$ cat config.mk
export PLATFORM = sky130hd
export DESIGN_NAME = vga_timing_gen
export DESIGN_NICKNAME = d
export VERILOG_FILES = /design/src/rtl/vga_pkg.sv /design/src/rtl/vga_pattern_gen.sv /design/src/rtl/vga_timing_gen.sv
export SDC_FILE = /design/constraint.sdc
export NUM_CORES = 1
export LEC_CHECK = 0
export ABC_AREA = 1
export BUFFER_PORTS_ARGS = -buffer_cell sky130_fd_sc_hd__buf_2
export CORE_ASPECT_RATIO = 1.2
export CORE_MARGIN = 8
export CORE_UTILIZATION = 28
export CTS_BUF_LIST = sky130_fd_sc_hd__clkbuf_8 sky130_fd_sc_hd__clkbuf_16
export DETAILED_ROUTE_END_ITERATION = 10
export GPL_TIMING_DRIVEN = 0
export SLEW_MARGIN = 5
export SYNTH_ARGS = -nofsm -noshare
export SYNTH_HDL_FRONTEND = slang
export SYNTH_SLANG_ARGS = --single-unit
$ cat constraint.sdc
create_clock -name fpga_CLK_AUX -period 2.55 [get_ports fpga_CLK_AUX]
set_clock_uncertainty 0.05 [all_clocks]
set_input_delay 0.3825 -clock fpga_CLK_AUX [delete_from_list [all_inputs] [get_ports fpga_CLK_AUX]]
set_output_delay 0.3825 -clock fpga_CLK_AUX [all_outputs]
set_load 0.03 [all_outputs]
$ cat src/rtl/vga_pkg.sv
// Shared types and constants for the VGA timing / test-pattern block.
package vga_pkg;

  typedef struct packed {
    logic [7:0] r;
    logic [7:0] g;
    logic [7:0] b;
  } rgb_t;

  typedef enum logic [1:0] {
    PAT_BLACK = 2'd0,
    PAT_BARS  = 2'd1,
    PAT_GRID  = 2'd2,
    PAT_GRAD  = 2'd3
  } pattern_e;

  localparam rgb_t WHITE = '{r: 8'hFF, g: 8'hFF, b: 8'hFF};
  localparam rgb_t BLACK = '{r: 8'h00, g: 8'h00, b: 8'h00};

endpackage

$ cat src/rtl/vga_pattern_gen.sv
// Combinational test-pattern colour for one pixel; blanking is applied by the caller.
module vga_pattern_gen
  import vga_pkg::*;
#(
  parameter int HDISP = 640,
  parameter int CW_H  = 10
) (
  input  logic [CW_H-1:0] x,
  input  logic [7:0]      y,
  input  pattern_e        pattern,
  output rgb_t            rgb
);
  localparam int BAR_W = HDISP / 8;

  logic [CW_H-1:0] bar;
  logic [2:0]      k;

  always_comb begin
    bar = x / CW_H'(BAR_W);
    if (bar > CW_H'(7)) bar = CW_H'(7);
    k   = bar[2:0];
    rgb = BLACK;
    case (pattern)
      PAT_BARS: rgb = '{r: {8{k[2]}}, g: {8{k[1]}}, b: {8{k[0]}}};
      PAT_GRID: if (4'(x) == 4'd0 || y[3:0] == 4'd0) rgb = WHITE;
      PAT_GRAD: rgb = '{r: 8'(x), g: y, b: 8'h00};
      default:  rgb = BLACK;
    endcase
  end

endmodule

$ cat src/rtl/vga_timing_gen.sv
// VGA raster timing generator: h/v counters, sync/blank decode and registered,
// mutually aligned pixel outputs (one cycle behind the counters).
module vga_timing_gen
  import vga_pkg::*;
#(
  parameter int HDISP  = 640,
  parameter int VDISP  = 480,
  parameter int HFP    = 16,
  parameter int HPULSE = 96,
  parameter int HBP    = 48,
  parameter int VFP    = 11,
  parameter int VPULSE = 2,
  parameter int VBP    = 31,
  localparam int HTOTAL = HDISP + HFP + HPULSE + HBP,
  localparam int VTOTAL = VDISP + VFP + VPULSE + VBP,
  localparam int CW_H   = $clog2(HTOTAL),
  localparam int CW_V   = $clog2(VTOTAL)
) (
  input  logic            fpga_CLK_AUX,
  input  logic            fpga_NRST,
  input  logic            vga_en,
  input  logic [1:0]      vga_pattern,
  output logic            vga_hs,
  output logic            vga_vs,
  output logic            vga_blank_n,
  output logic [CW_H-1:0] vga_x,
  output logic [CW_V-1:0] vga_y,
  output logic [7:0]      vga_r,
  output logic [7:0]      vga_g,
  output logic [7:0]      vga_b,
  output logic            vga_sof
);
  localparam int HS_START = HDISP + HFP;
  localparam int HS_END   = HS_START + HPULSE;
  localparam int VS_START = VDISP + VFP;
  localparam int VS_END   = VS_START + VPULSE;

  logic [CW_H-1:0] hcnt_q, hcnt_d, x_q, x_d;
  logic [CW_V-1:0] vcnt_q, vcnt_d, y_q, y_d;
  pattern_e        pat_q, pat_d, pat_cur;
  logic            hs_q, hs_d, vs_q, vs_d;
  logic            blank_n_q, blank_n_d, sof_q, sof_d;
  rgb_t            rgb_q, rgb_d, pix;
  logic            at_origin, active;

  // The frame's first pixel already uses the freshly sampled pattern.
  always_comb begin
    at_origin = (hcnt_q == '0) && (vcnt_q == '0);
    pat_cur   = at_origin ? pattern_e'(vga_pattern) : pat_q;
    pat_d     = pat_cur;
    hcnt_d    = hcnt_q;
    vcnt_d    = vcnt_q;
    if (!vga_en) begin
      hcnt_d = '0;
      vcnt_d = '0;
    end else if (hcnt_q == CW_H'(HTOTAL - 1)) begin
      hcnt_d = '0;
      vcnt_d = (vcnt_q == CW_V'(VTOTAL - 1)) ? '0 : vcnt_q + 1'b1;
    end else begin
      hcnt_d = hcnt_q + 1'b1;
    end
  end

  vga_pattern_gen #(
    .HDISP (HDISP),
    .CW_H  (CW_H)
  ) u_pattern (
    .x       (hcnt_q),
    .y       (8'(vcnt_q)),
    .pattern (pat_cur),
    .rgb     (pix)
  );

  always_comb begin
    active    = (hcnt_q < CW_H'(HDISP)) && (vcnt_q < CW_V'(VDISP));
    hs_d      = !((hcnt_q >= CW_H'(HS_START)) && (hcnt_q < CW_H'(HS_END)));
    vs_d      = !((vcnt_q >= CW_V'(VS_START)) && (vcnt_q < CW_V'(VS_END)));
    blank_n_d = active;
    x_d       = hcnt_q;
    y_d       = vcnt_q;
    rgb_d     = active ? pix : BLACK;
    sof_d     = at_origin;
    if (!vga_en) begin
      hs_d      = 1'b1;
      vs_d      = 1'b1;
      blank_n_d = 1'b0;
      x_d       = '0;
      y_d       = '0;
      rgb_d     = BLACK;
      sof_d     = 1'b0;
    end
  end

  always_ff @(posedge fpga_CLK_AUX or negedge fpga_NRST) begin
    if (!fpga_NRST) begin
      hcnt_q    <= '0;
      vcnt_q    <= '0;
      pat_q     <= PAT_BLACK;
      hs_q      <= 1'b1;
      vs_q      <= 1'b1;
      blank_n_q <= 1'b0;
      x_q       <= '0;
      y_q       <= '0;
      rgb_q     <= BLACK;
      sof_q     <= 1'b0;
    end else begin
      hcnt_q    <= hcnt_d;
      vcnt_q    <= vcnt_d;
      pat_q     <= pat_d;
      hs_q      <= hs_d;
      vs_q      <= vs_d;
      blank_n_q <= blank_n_d;
      x_q       <= x_d;
      y_q       <= y_d;
      rgb_q     <= rgb_d;
      sof_q     <= sof_d;
    end
  end

  assign vga_hs      = hs_q;
  assign vga_vs      = vs_q;
  assign vga_blank_n = blank_n_q;
  assign vga_x       = x_q;
  assign vga_y       = y_q;
  assign vga_r       = rgb_q.r;
  assign vga_g       = rgb_q.g;
  assign vga_b       = rgb_q.b;
  assign vga_sof     = sof_q;

endmodule
==> results.ini, run 1 <==
[cts]
h-tree-depth = 3
cts_tree = built
postCtsHoldBufs = 0
cts_made_buffers = 9
cts.sinks = 63
clk_pin_slew_ns = 0.05
post-cts-setup-buffers = 0
insertion_delay_ns = 0.33
root_buffer = clkbuf_16
cts-resized-gates = 0
clock_path_buffers = 2

[critical_path]
cp-start-kind = register
slowest_delay_ns = 0.42
end_kind = register
required_ns = 2.72
cp.arrival_ns = 2.38
cp.buffers_inverters = 3
path_max_fanout = 9
critical_path.top_delay_family = simple AND/OR/NAND/NOR gates
cp_slowest_cell = dfrtp_1
worstSetupPathType = register to register
path_cells = inv_1, ha_1, nand3_1, nor2_2, nand3_2, nand2_1, o21ai_4, o21ai_4, inv_2, o21ai_1, inv_1

[place]
post_dp_cell_area_mm2 = 0.00342
post-dp-hpwl_um = 5330
placement.setup.worst_slack_ns = 0.322
port_buffers = 51
globalplace.congestion = 0.875

[final_layout]
antenna_cells = 0
layout-drive-gt1-share_pct = 26.7
final_cell_mix = 64 x nand2_1, 61 x dfrtp_1, 59 x inv_1
final_common_cell = nand2_1
stdcell_area_mm2 = 0.00369
seqCellArea_mm2 = 0.00158
synthToLayoutAreaGrowth_pct = 22.9
multi_input_area_mm2 = 0.00104
fillers = 1099
fin_util_pct = 35.3
final_nets = 413

[timing]
tightest_slew_ns = 0.776
min_period_ns = 2.21
fmax_ghz = 0.452
whs_ns = 0.0766
rsz0062_at_grt = no
maxSlewViolCount = 0
final-hold-violation-count = 0
min_period_over_period_pct = 86.7
setup_tns_ns = 0
slew-limit-headroom_pct = 48.3
worst_slack_ns = 0.340
setup_viol = 0

[power]
ir_drop_v = 0.000251
power.density_mw_per_mm2 = 676
leakagePower_nw = 2.13

[routing]
routed.top_layer = met4
drt-initial-drc-count = 136
vias = 2413
drt_pass1_iterations = 4
routed-wl-met3_um = 361
drc_errors = 0
wl_per_cell_um = 13.3
wl_met1_um = 2960
wl_met2_um = 3550
drt-total-wl_um = 7180
vias_per_cell = 4.49
ant_nets = 0

[run]
maxCapViolations = 0

[die]
rows = 41
core_mm2 = 0.0105
ios = 53
die-area_mm2 = 0.0143
die_width_um = 111
die_h_um = 129
start_util_pct = 28.7

[hold_path]
hold_class = primary input to asynchronous set/reset pin

[global_routing]
grt_use_total_pct = 10.7
grt_pass1_vias = 2576
grt_overflow = 0
grt_max_degree = 64
antenna_found_initial = 0
grt_pass1_wl_um = 12300

[synth]
netlist_area_mm2 = 0.00300
ys_types = 40
ys_seq_elements = 63
synth_cells = 342
avgSynthCellArea_um2 = 8.78
ys_seq_area_share_pct = 52.6
syn_nets = 351
yosysWarnings = 0

[outcome]
status = complete, no violations

worst reg2reg max path: cells and delay by family, from the launching register on:
kind	cells	cell delay [ns]
fa+ha+maj	1	0.16
simple gates	4	0.64
flops	1	0.42
compound gates	3	0.51
buf+inv	3	0.33
cells in the mapped netlist (all sizes together):
library cell / count / share of area, %
nand4: 5 / 1.2
xor2: 2 / 0.58
nor3: 12 / 2.5
buf: 13 / 3.6
nor4: 2 / 0.42
nand3: 23 / 4.4
clkbuf: 4 / 0.50
ha: 4 / 1.7
clkinv: 3 / 0.42
nor2: 29 / 4.6
o2111ai: 1 / 0.29
a31oi: 9 / 1.9
a2111oi: 1 / 0.29
a221oi: 1 / 0.29
a22oi: 1 / 0.25
a21oi: 17 / 2.8
o21ai: 19 / 3.9
dfstp: 2 / 1.7
nand2: 67 / 9.2
dfrtp: 61 / 51
o31ai: 1 / 0.25
inv: 65 / 8.2
cell type report:
cell class / instances / share of cell area (%)
multi-input combinational: 194 / 28.3
timing repair buffer: 51 / 6.98
clock inverter: 6 / 0.813
clock buffer: 10 / 6.47
inverter: 68 / 7.01
tap: 129 / 4.37
sequential: 63 / 42.8
buffer: 17 / 3.32
kinds of logic after synthesis:
kind of cell    synth area share, %
fa+ha+maj                      1.67
compound gates                 10.0
flops                          52.6
simple gates                   22.5
xor+xnor                      0.583
buf+inv                        12.7
power by group:
part / internal, mW / switching, mW
logic: 0.105 / 0.258
registers: 1.04 / 0.0146
clock network: 0.669 / 0.406
path summary, 6_finish.rpt:
path	startpoint	end	slack, ns	depth (start not counted)
max in group asynchronous	fpga_NRST	vga_g[3]$_DFF_PN0_	1.86	1
worst max register to register	hcnt_q[0]$_DFF_PN0_	vga_r[4]$_DFF_PN0_	0.34	11
worst min register to register	hcnt_q[1]$_DFF_PN0_	vga_x[1]$_DFF_PN0_	0.46	2
min in group fpga_CLK_AUX	vga_en	vga_x[7]$_DFF_PN0_	0.41	3
worst min-delay path	fpga_NRST	vga_y[4]$_DFF_PN0_	0.08	1
worst max-delay path	hcnt_q[0]$_DFF_PN0_	vga_r[4]$_DFF_PN0_	0.34	11
metal layers:
layer / track usage [%] / vias to the layer above
met3: 3.84 / 20
met1: 11.2 / 1120
li1: - / 1207
met2: 18.0 / 66
met4: 7.01 / 0
met5: 0 / -
through the flow:
stage	instances	total power, mW
4_1_cts	538	2.55
5_1_grt	538	2.62
2_1_floorplan	342	1.34
3_3_place_gp	522	1.43
6_report	538	2.49
3_5_place_dp	522	1.44
registers in the layout (all words and copies together) (netlist names):
name / flops
vga_hs: 1
vga_b: 1
hcnt_q: 10
vga_vs: 1
vga_x: 10
pat_q: 2
vga_sof: 1
vga_blank_n: 1
vga_g: 8
vga_r: 8
vcnt_q: 10
vga_y: 10
(Power assumes the default switching activity.)
==> run 2, diff against run 1 <==
- BUFFER_PORTS_ARGS: -buffer_cell sky130_fd_sc_hd__buf_2 -> not set
- DONT_BUFFER_PORTS: not set -> 1
==> results.ini, run 2 (synthesis results as in run 1) <==
[place]
port_buffers = 0
placement.setup.worst_slack_ns = 0.358
globalplace.congestion = 0.846
post-dp-hpwl_um = 5340

[cts]
cts.sinks = 63
clk_pin_slew_ns = 0.05
clock_path_buffers = 2
post-cts-setup-buffers = 0
postCtsHoldBufs = 2
h-tree-depth = 3
cts_tree = built
cts-resized-gates = 0
root_buffer = clkbuf_16
cts_made_buffers = 9
insertion_delay_ns = 0.33

[final_layout]
seqCellArea_mm2 = 0.00158
final_cell_mix = 64 x nand2_1, 61 x dfrtp_1, 57 x inv_1
multi_input_area_mm2 = 0.00104
final_common_cell = nand2_1
synthToLayoutAreaGrowth_pct = 17.7
final_nets = 364
layout-drive-gt1-share_pct = 16.9
fillers = 1101
antenna_cells = 0

[critical_path]
worstSetupPathType = register to register
end_kind = register
required_ns = 2.72
path_max_fanout = 9
cp.arrival_ns = 2.34
cp-start-kind = register

[power]
ir_drop_v = 0.000256
power_mw = 2.72
power_frac_comb_pct = 9.8
p_sw_uw = 691
p_seq_share_pct = 41.3
leakagePower_nw = 1.90
p_clk_share_pct = 48.9
intPower_mw = 2.03
p_sw_share_pct = 25.4
power.density_mw_per_mm2 = 769

[global_routing]
grt_use_total_pct = 10.7
grt_pass1_vias = 2430
grt_max_degree = 64
grt_overflow = 0
grt_pass1_wl_um = 12100
antenna_found_initial = 0

[timing]
whs_ns = 0.403
fmax_ghz = 0.460
worst_slack_ns = 0.374
setup_viol = 0
final-hold-violation-count = 0
maxSlewViolCount = 0
tightest_slew_ns = 0.593
setup_tns_ns = 0
slew-limit-headroom_pct = 60.5
min_period_ns = 2.18
min_period_over_period_pct = 85.3
rsz0062_at_grt = no

[routing]
wl_per_cell_um = 14.8
ant_nets = 0
vias_per_cell = 4.67
drc_errors = 0
drt-total-wl_um = 7240
drt-initial-drc-count = 133
drt_pass1_iterations = 4
vias = 2284

[run]
maxCapViolations = 0

[die]
core_mm2 = 0.0105
die_h_um = 129
die-area_mm2 = 0.0143
start_util_pct = 28.7
die_width_um = 111
rows = 41
ios = 53

[outcome]
status = complete, no violations

[hold_path]
hold_class = primary input to register

==> run 2: cell types whose count changed in the layout (fill, tap and decap cells not counted), sizes merged, moves of 2 or more <==
cell    change
buf        -50
bufinv      +2
clkinv      -2
inv         -2
==> run 2: cell type report <==
| type | instances | share of cell area [%] |
|---|---|---|
| clock inverter | 5 | 2.26 |
| buffer | 17 | 3.47 |
| multi-input combinational | 194 | 29.5 |
| inverter | 68 | 7.32 |
| clock buffer | 11 | 7.15 |
| tap | 129 | 4.56 |
| timing repair buffer | 2 | 1.06 |
| sequential | 63 | 44.7 |
==> run 2: per-layer routing <==
layer	GRT usage [%]	routed length [µm]	vias up
met5	0	0	-
met1	10.6	2800	1094
met2	18.3	3680	74
li1	-	-	1101
met3	4.39	528	15
met4	6.93	225	0
==> run 2: power groups by stage <==
| stage | Clock (mW) | Combinational, mW | Sequential (mW) |
|---|---|---|---|
| after detailed placement | 0 | 0.244 | 1.14 |
| final | 1.33 | 0.266 | 1.12 |
| after global placement | 0 | 0.241 | 1.14 |
| after floorplan | 0 | 0.201 | 1.13 |
| after CTS | 1.37 | 0.272 | 1.13 |
| after global routing | 1.41 | 0.294 | 1.13 |
==> run 2: final timing paths <==
| path | start | endpoint | slack, ns | cells past startpoint |
|---|---|---|---|---|
| max in group asynchronous | fpga_NRST | vga_vs$_DFF_PN1_ | 1.60 | 2 |
| worst min-delay path | vga_pattern[1] | pat_q[1]$_DFF_PN0_ | 0.40 | 3 |
| worst max-delay path | hcnt_q[0]$_DFF_PN0_ | vga_r[0]$_DFF_PN0_ | 0.37 | 11 |
| worst max register to register | hcnt_q[0]$_DFF_PN0_ | vga_r[0]$_DFF_PN0_ | 0.37 | 11 |
| worst min register to register | hcnt_q[0]$_DFF_PN0_ | hcnt_q[0]$_DFF_PN0_ | 0.45 | 1 |
| min in group asynchronous | fpga_NRST | vga_x[0]$_DFF_PN0_ | 0.54 | 2 |
==> run 2: metrics by stage <==
step	instances	instance area, µm²	util, %
finish	489	3540	33.8
global route	489	3540	33.8
CTS	489	3540	33.8
detailed placement	471	3170	30.2
global placement	471	3170	30.2
floorplan	342	3000	-
==> run 2: critical path, cell delays in order (launching register included) <==
cell and delay [ns]:
dfrtp_1 0.41, inv_1 0.13, ha_1 0.16, nand3_1 0.15
nor2_2 0.20, nand3_2 0.14, nand2_1 0.14, o21ai_4 0.11
o21ai_4 0.28, inv_2 0.14, o21ai_1 0.11, inv_1 0.05
==> run 3, diff against run 2 <==
- GPL_ROUTABILITY_DRIVEN: not set -> 1
- SYNTH_HIERARCHICAL: not set -> 1
==> results.ini, run 3 <==
[global_routing]
grt_pass1_wl_um = 13400
grt.met2_usage_pct = 17.6
grt_use_met1_pct = 12.3
grt_pass1_vias = 2576
grt.met3_usage_pct = 4.64
grt_use_total_pct = 11.0
grt_overflow = 0
antenna_found_initial = 0
grt_max_degree = 71
grt_busiest_layer = met2

[timing]
min_period_over_period_pct = 91.4
slew-limit-headroom_pct = 59.3
maxSlewViolCount = 0
setup_viol = 0
min_period_ns = 2.33
final-hold-violation-count = 0
whs_ns = 0.178
fmax_ghz = 0.429
rsz0062_at_grt = no
tightest_slew_ns = 0.602

[synth]
synthFlopType = dfrtp_1
netlist_area_mm2 = 0.00340
async_reset_ff_share_pct = 100
synthSimpleGateAreaFrac_pct = 30.3
synthMuxAreaShare_pct = 0
synth-edff-count = 0
yosys.area.top_type = dfrtp_1
synth.area.top_cells = dfrtp_1 50%, nand2_1 11%, inv_1 6.7%
yosysWarnings = 6
ys_seq_elements = 70
synth_cells = 404
synth_xor_area_share_pct = 0.515
ys_seq_area_share_pct = 51.5
ys_types = 32
synth.most_common_cell = nand2_1
syn_nets = 414
synthAdderAreaFrac_pct = 1.84
synth.top_cell.area_share_pct = 50.0
synth-compound-area-share_pct = 5.07
ys_top_cells_by_count = 98 x nand2_1, 68 x dfrtp_1, 61 x inv_1
avgSynthCellArea_um2 = 8.42
synth_top_family_by_area = simple AND/OR/NAND/NOR gates

[routing]
drt-initial-drc-count = 215
wl_per_cell_um = 14.1
drt_pass1_iterations = 4
ant_nets = 0
vias_per_cell = 4.39
drt-total-wl_um = 8240
drc_errors = 0
vias = 2574

[place]
post_dp_cell_area_mm2 = 0.00360
globalplace.congestion = 0.806
port_buffers = 0
post-dp-hpwl_um = 5890

[die]
start_util_pct = 28.4
core_mm2 = 0.0120
die-area_mm2 = 0.0160
ios = 53
rows = 44
die_h_um = 137
die_width_um = 117

[final_layout]
fillers = 1287
fin_util_pct = 33.7
final_cell_mix = 96 x nand2_1, 67 x dfrtp_1, 60 x inv_1
layout-drive-gt1-share_pct = 16.9
synthToLayoutAreaGrowth_pct = 18.7
final_common_cell = nand2_1
antenna_cells = 0
stdcell_area_mm2 = 0.00404
final_nets = 430

[cts]
cts.sinks = 70
cts_made_buffers = 9
clock_path_buffers = 2
clk_pin_slew_ns = 0.05
root_buffer = clkbuf_16
h-tree-depth = 3
insertion_delay_ns = 0.33
cts_tree = built

[critical_path]
path_max_fanout = 8
cp.arrival_ns = 2.47
worstSetupPathType = register to register
crit_start = hcnt_q[0]$_DFF_PN0_
r2r_start = hcnt_q[0]$_DFF_PN0_
cp-start-kind = register
end_kind = register
rrSetupSlack_ns = 0.22
required_ns = 2.69

[hold_path]
hold_class = primary input to register
worstHoldStart = vga_pattern[1]

[power]
ir_drop_v = 0.000331
power_mw = 2.93
power.density_mw_per_mm2 = 726
intPower_mw = 2.14
p_clk_share_pct = 42.6
p_seq_share_pct = 45.8
p_sw_share_pct = 26.9
leakagePower_nw = 2.19
power_frac_comb_pct = 11.6
p_sw_uw = 788

[run]
maxCapViolations = 0

[outcome]
status = complete, no violations

==> run 3: cell types whose count changed after synthesis, sizes merged, moves of 3 or more <==
cell / previous run / this run
clkinv: 3 / 0
nand2: 67 / 108
nor3b: 0 / 25
a31oi: 9 / 0
nor3: 12 / 5
nor2: 29 / 36
nand3: 23 / 33
dfrtp: 61 / 68
buf: 13 / 17
a21oi: 17 / 8
==> run 3: critical path, cell delays in order (launching register included) <==
cell	delay (ns)
dfrtp_1	0.47
inv_1	0.09
ha_1	0.14
nand4_1	0.12
nor2_1	0.19
nand3_4	0.13
nand2_1	0.10
o21ai_2	0.07
buf_4	0.14
nand2_1	0.08
a21oi_1	0.06
a21oi_2	0.26
o21ai_0	0.13
nor3b_1	0.16
==> run 3: logic make-up (layout without fill, tap and decap cells) <==
logic type	count (synthesis)	in the layout
compound gates	30	30
xor+xnor	2	2
simple gates	214	214
fa+ha+maj	5	5
flops	70	70
buf+inv	83	104
==> run 3: per-stage QoR <==
stage / std cells / worst slack, ns / TNS, ns
after floorplan: 404 / 0.301 / 0
after global placement: 565 / -0.299 / -3.58
after detailed placement: 565 / -0.331 / -4.61
after CTS: 583 / 0.0221 / 0
after global routing: 586 / 0.00246 / 0
final: 586 / 0.220 / 0
==> run 3: final timing paths <==
path	to	cells past startpoint
setup reg to reg	vga_r[5]$_DFF_PN0_	13
hold / removal	pat_q[1]$_DFF_PN0_	2
setup / recovery	vga_r[5]$_DFF_PN0_	13
max in group asynchronous	vga_hs$_DFF_PN1_	2
min in group asynchronous	vga_blank_n$_DFF_PN0_	2
hold reg to reg	pat_q[1]$_DFF_PN0_	2
==> run 3: metal layers <==
metal / routed length [µm] / part of all wire [%]
met5: 0 / 0
met4: 203 / 2.5
met3: 743 / 9.0
met2: 3980 / 48
met1: 3320 / 40
==> run 3: layout make-up <==
cell class	instances	area (µm²)	area share, %
Buffer	20	134	3.31
Clock buffer	11	253	6.26
Clock inverter	5	48.8	1.21
Inverter	63	236	5.86
Multi-Input combinational cell	251	1340	33.1
Sequential cell	70	1760	43.5
Tap cell	161	201	4.99
Timing Repair Buffer	5	72.6	1.80
==> run 3: power by group through the flow <==
stage | clock network [mW] | logic [mW] | registers (mW)
floorplan | 0 | 0.210 | 1.35
global placement | 0 | 0.252 | 1.36
detailed placement | 0 | 0.256 | 1.37
CTS | 1.28 | 0.301 | 1.35
global route | 1.33 | 0.383 | 1.35
finish | 1.25 | 0.340 | 1.34
==> run 3: what timing repair did <==
| item | 4_1_cts | 5_1_grt |
|---|---|---|
| hold buffers | 2 | 0 |
| hold endpoints to repair | 70 | 0 |
| resized for setup | 9 | 12 |
| gates cloned | 0 | 0 |
| buffers inserted | 0 | 3 |
| setup endpoints to repair | 19 | 23 |
| pin swaps | 0 | 2 |
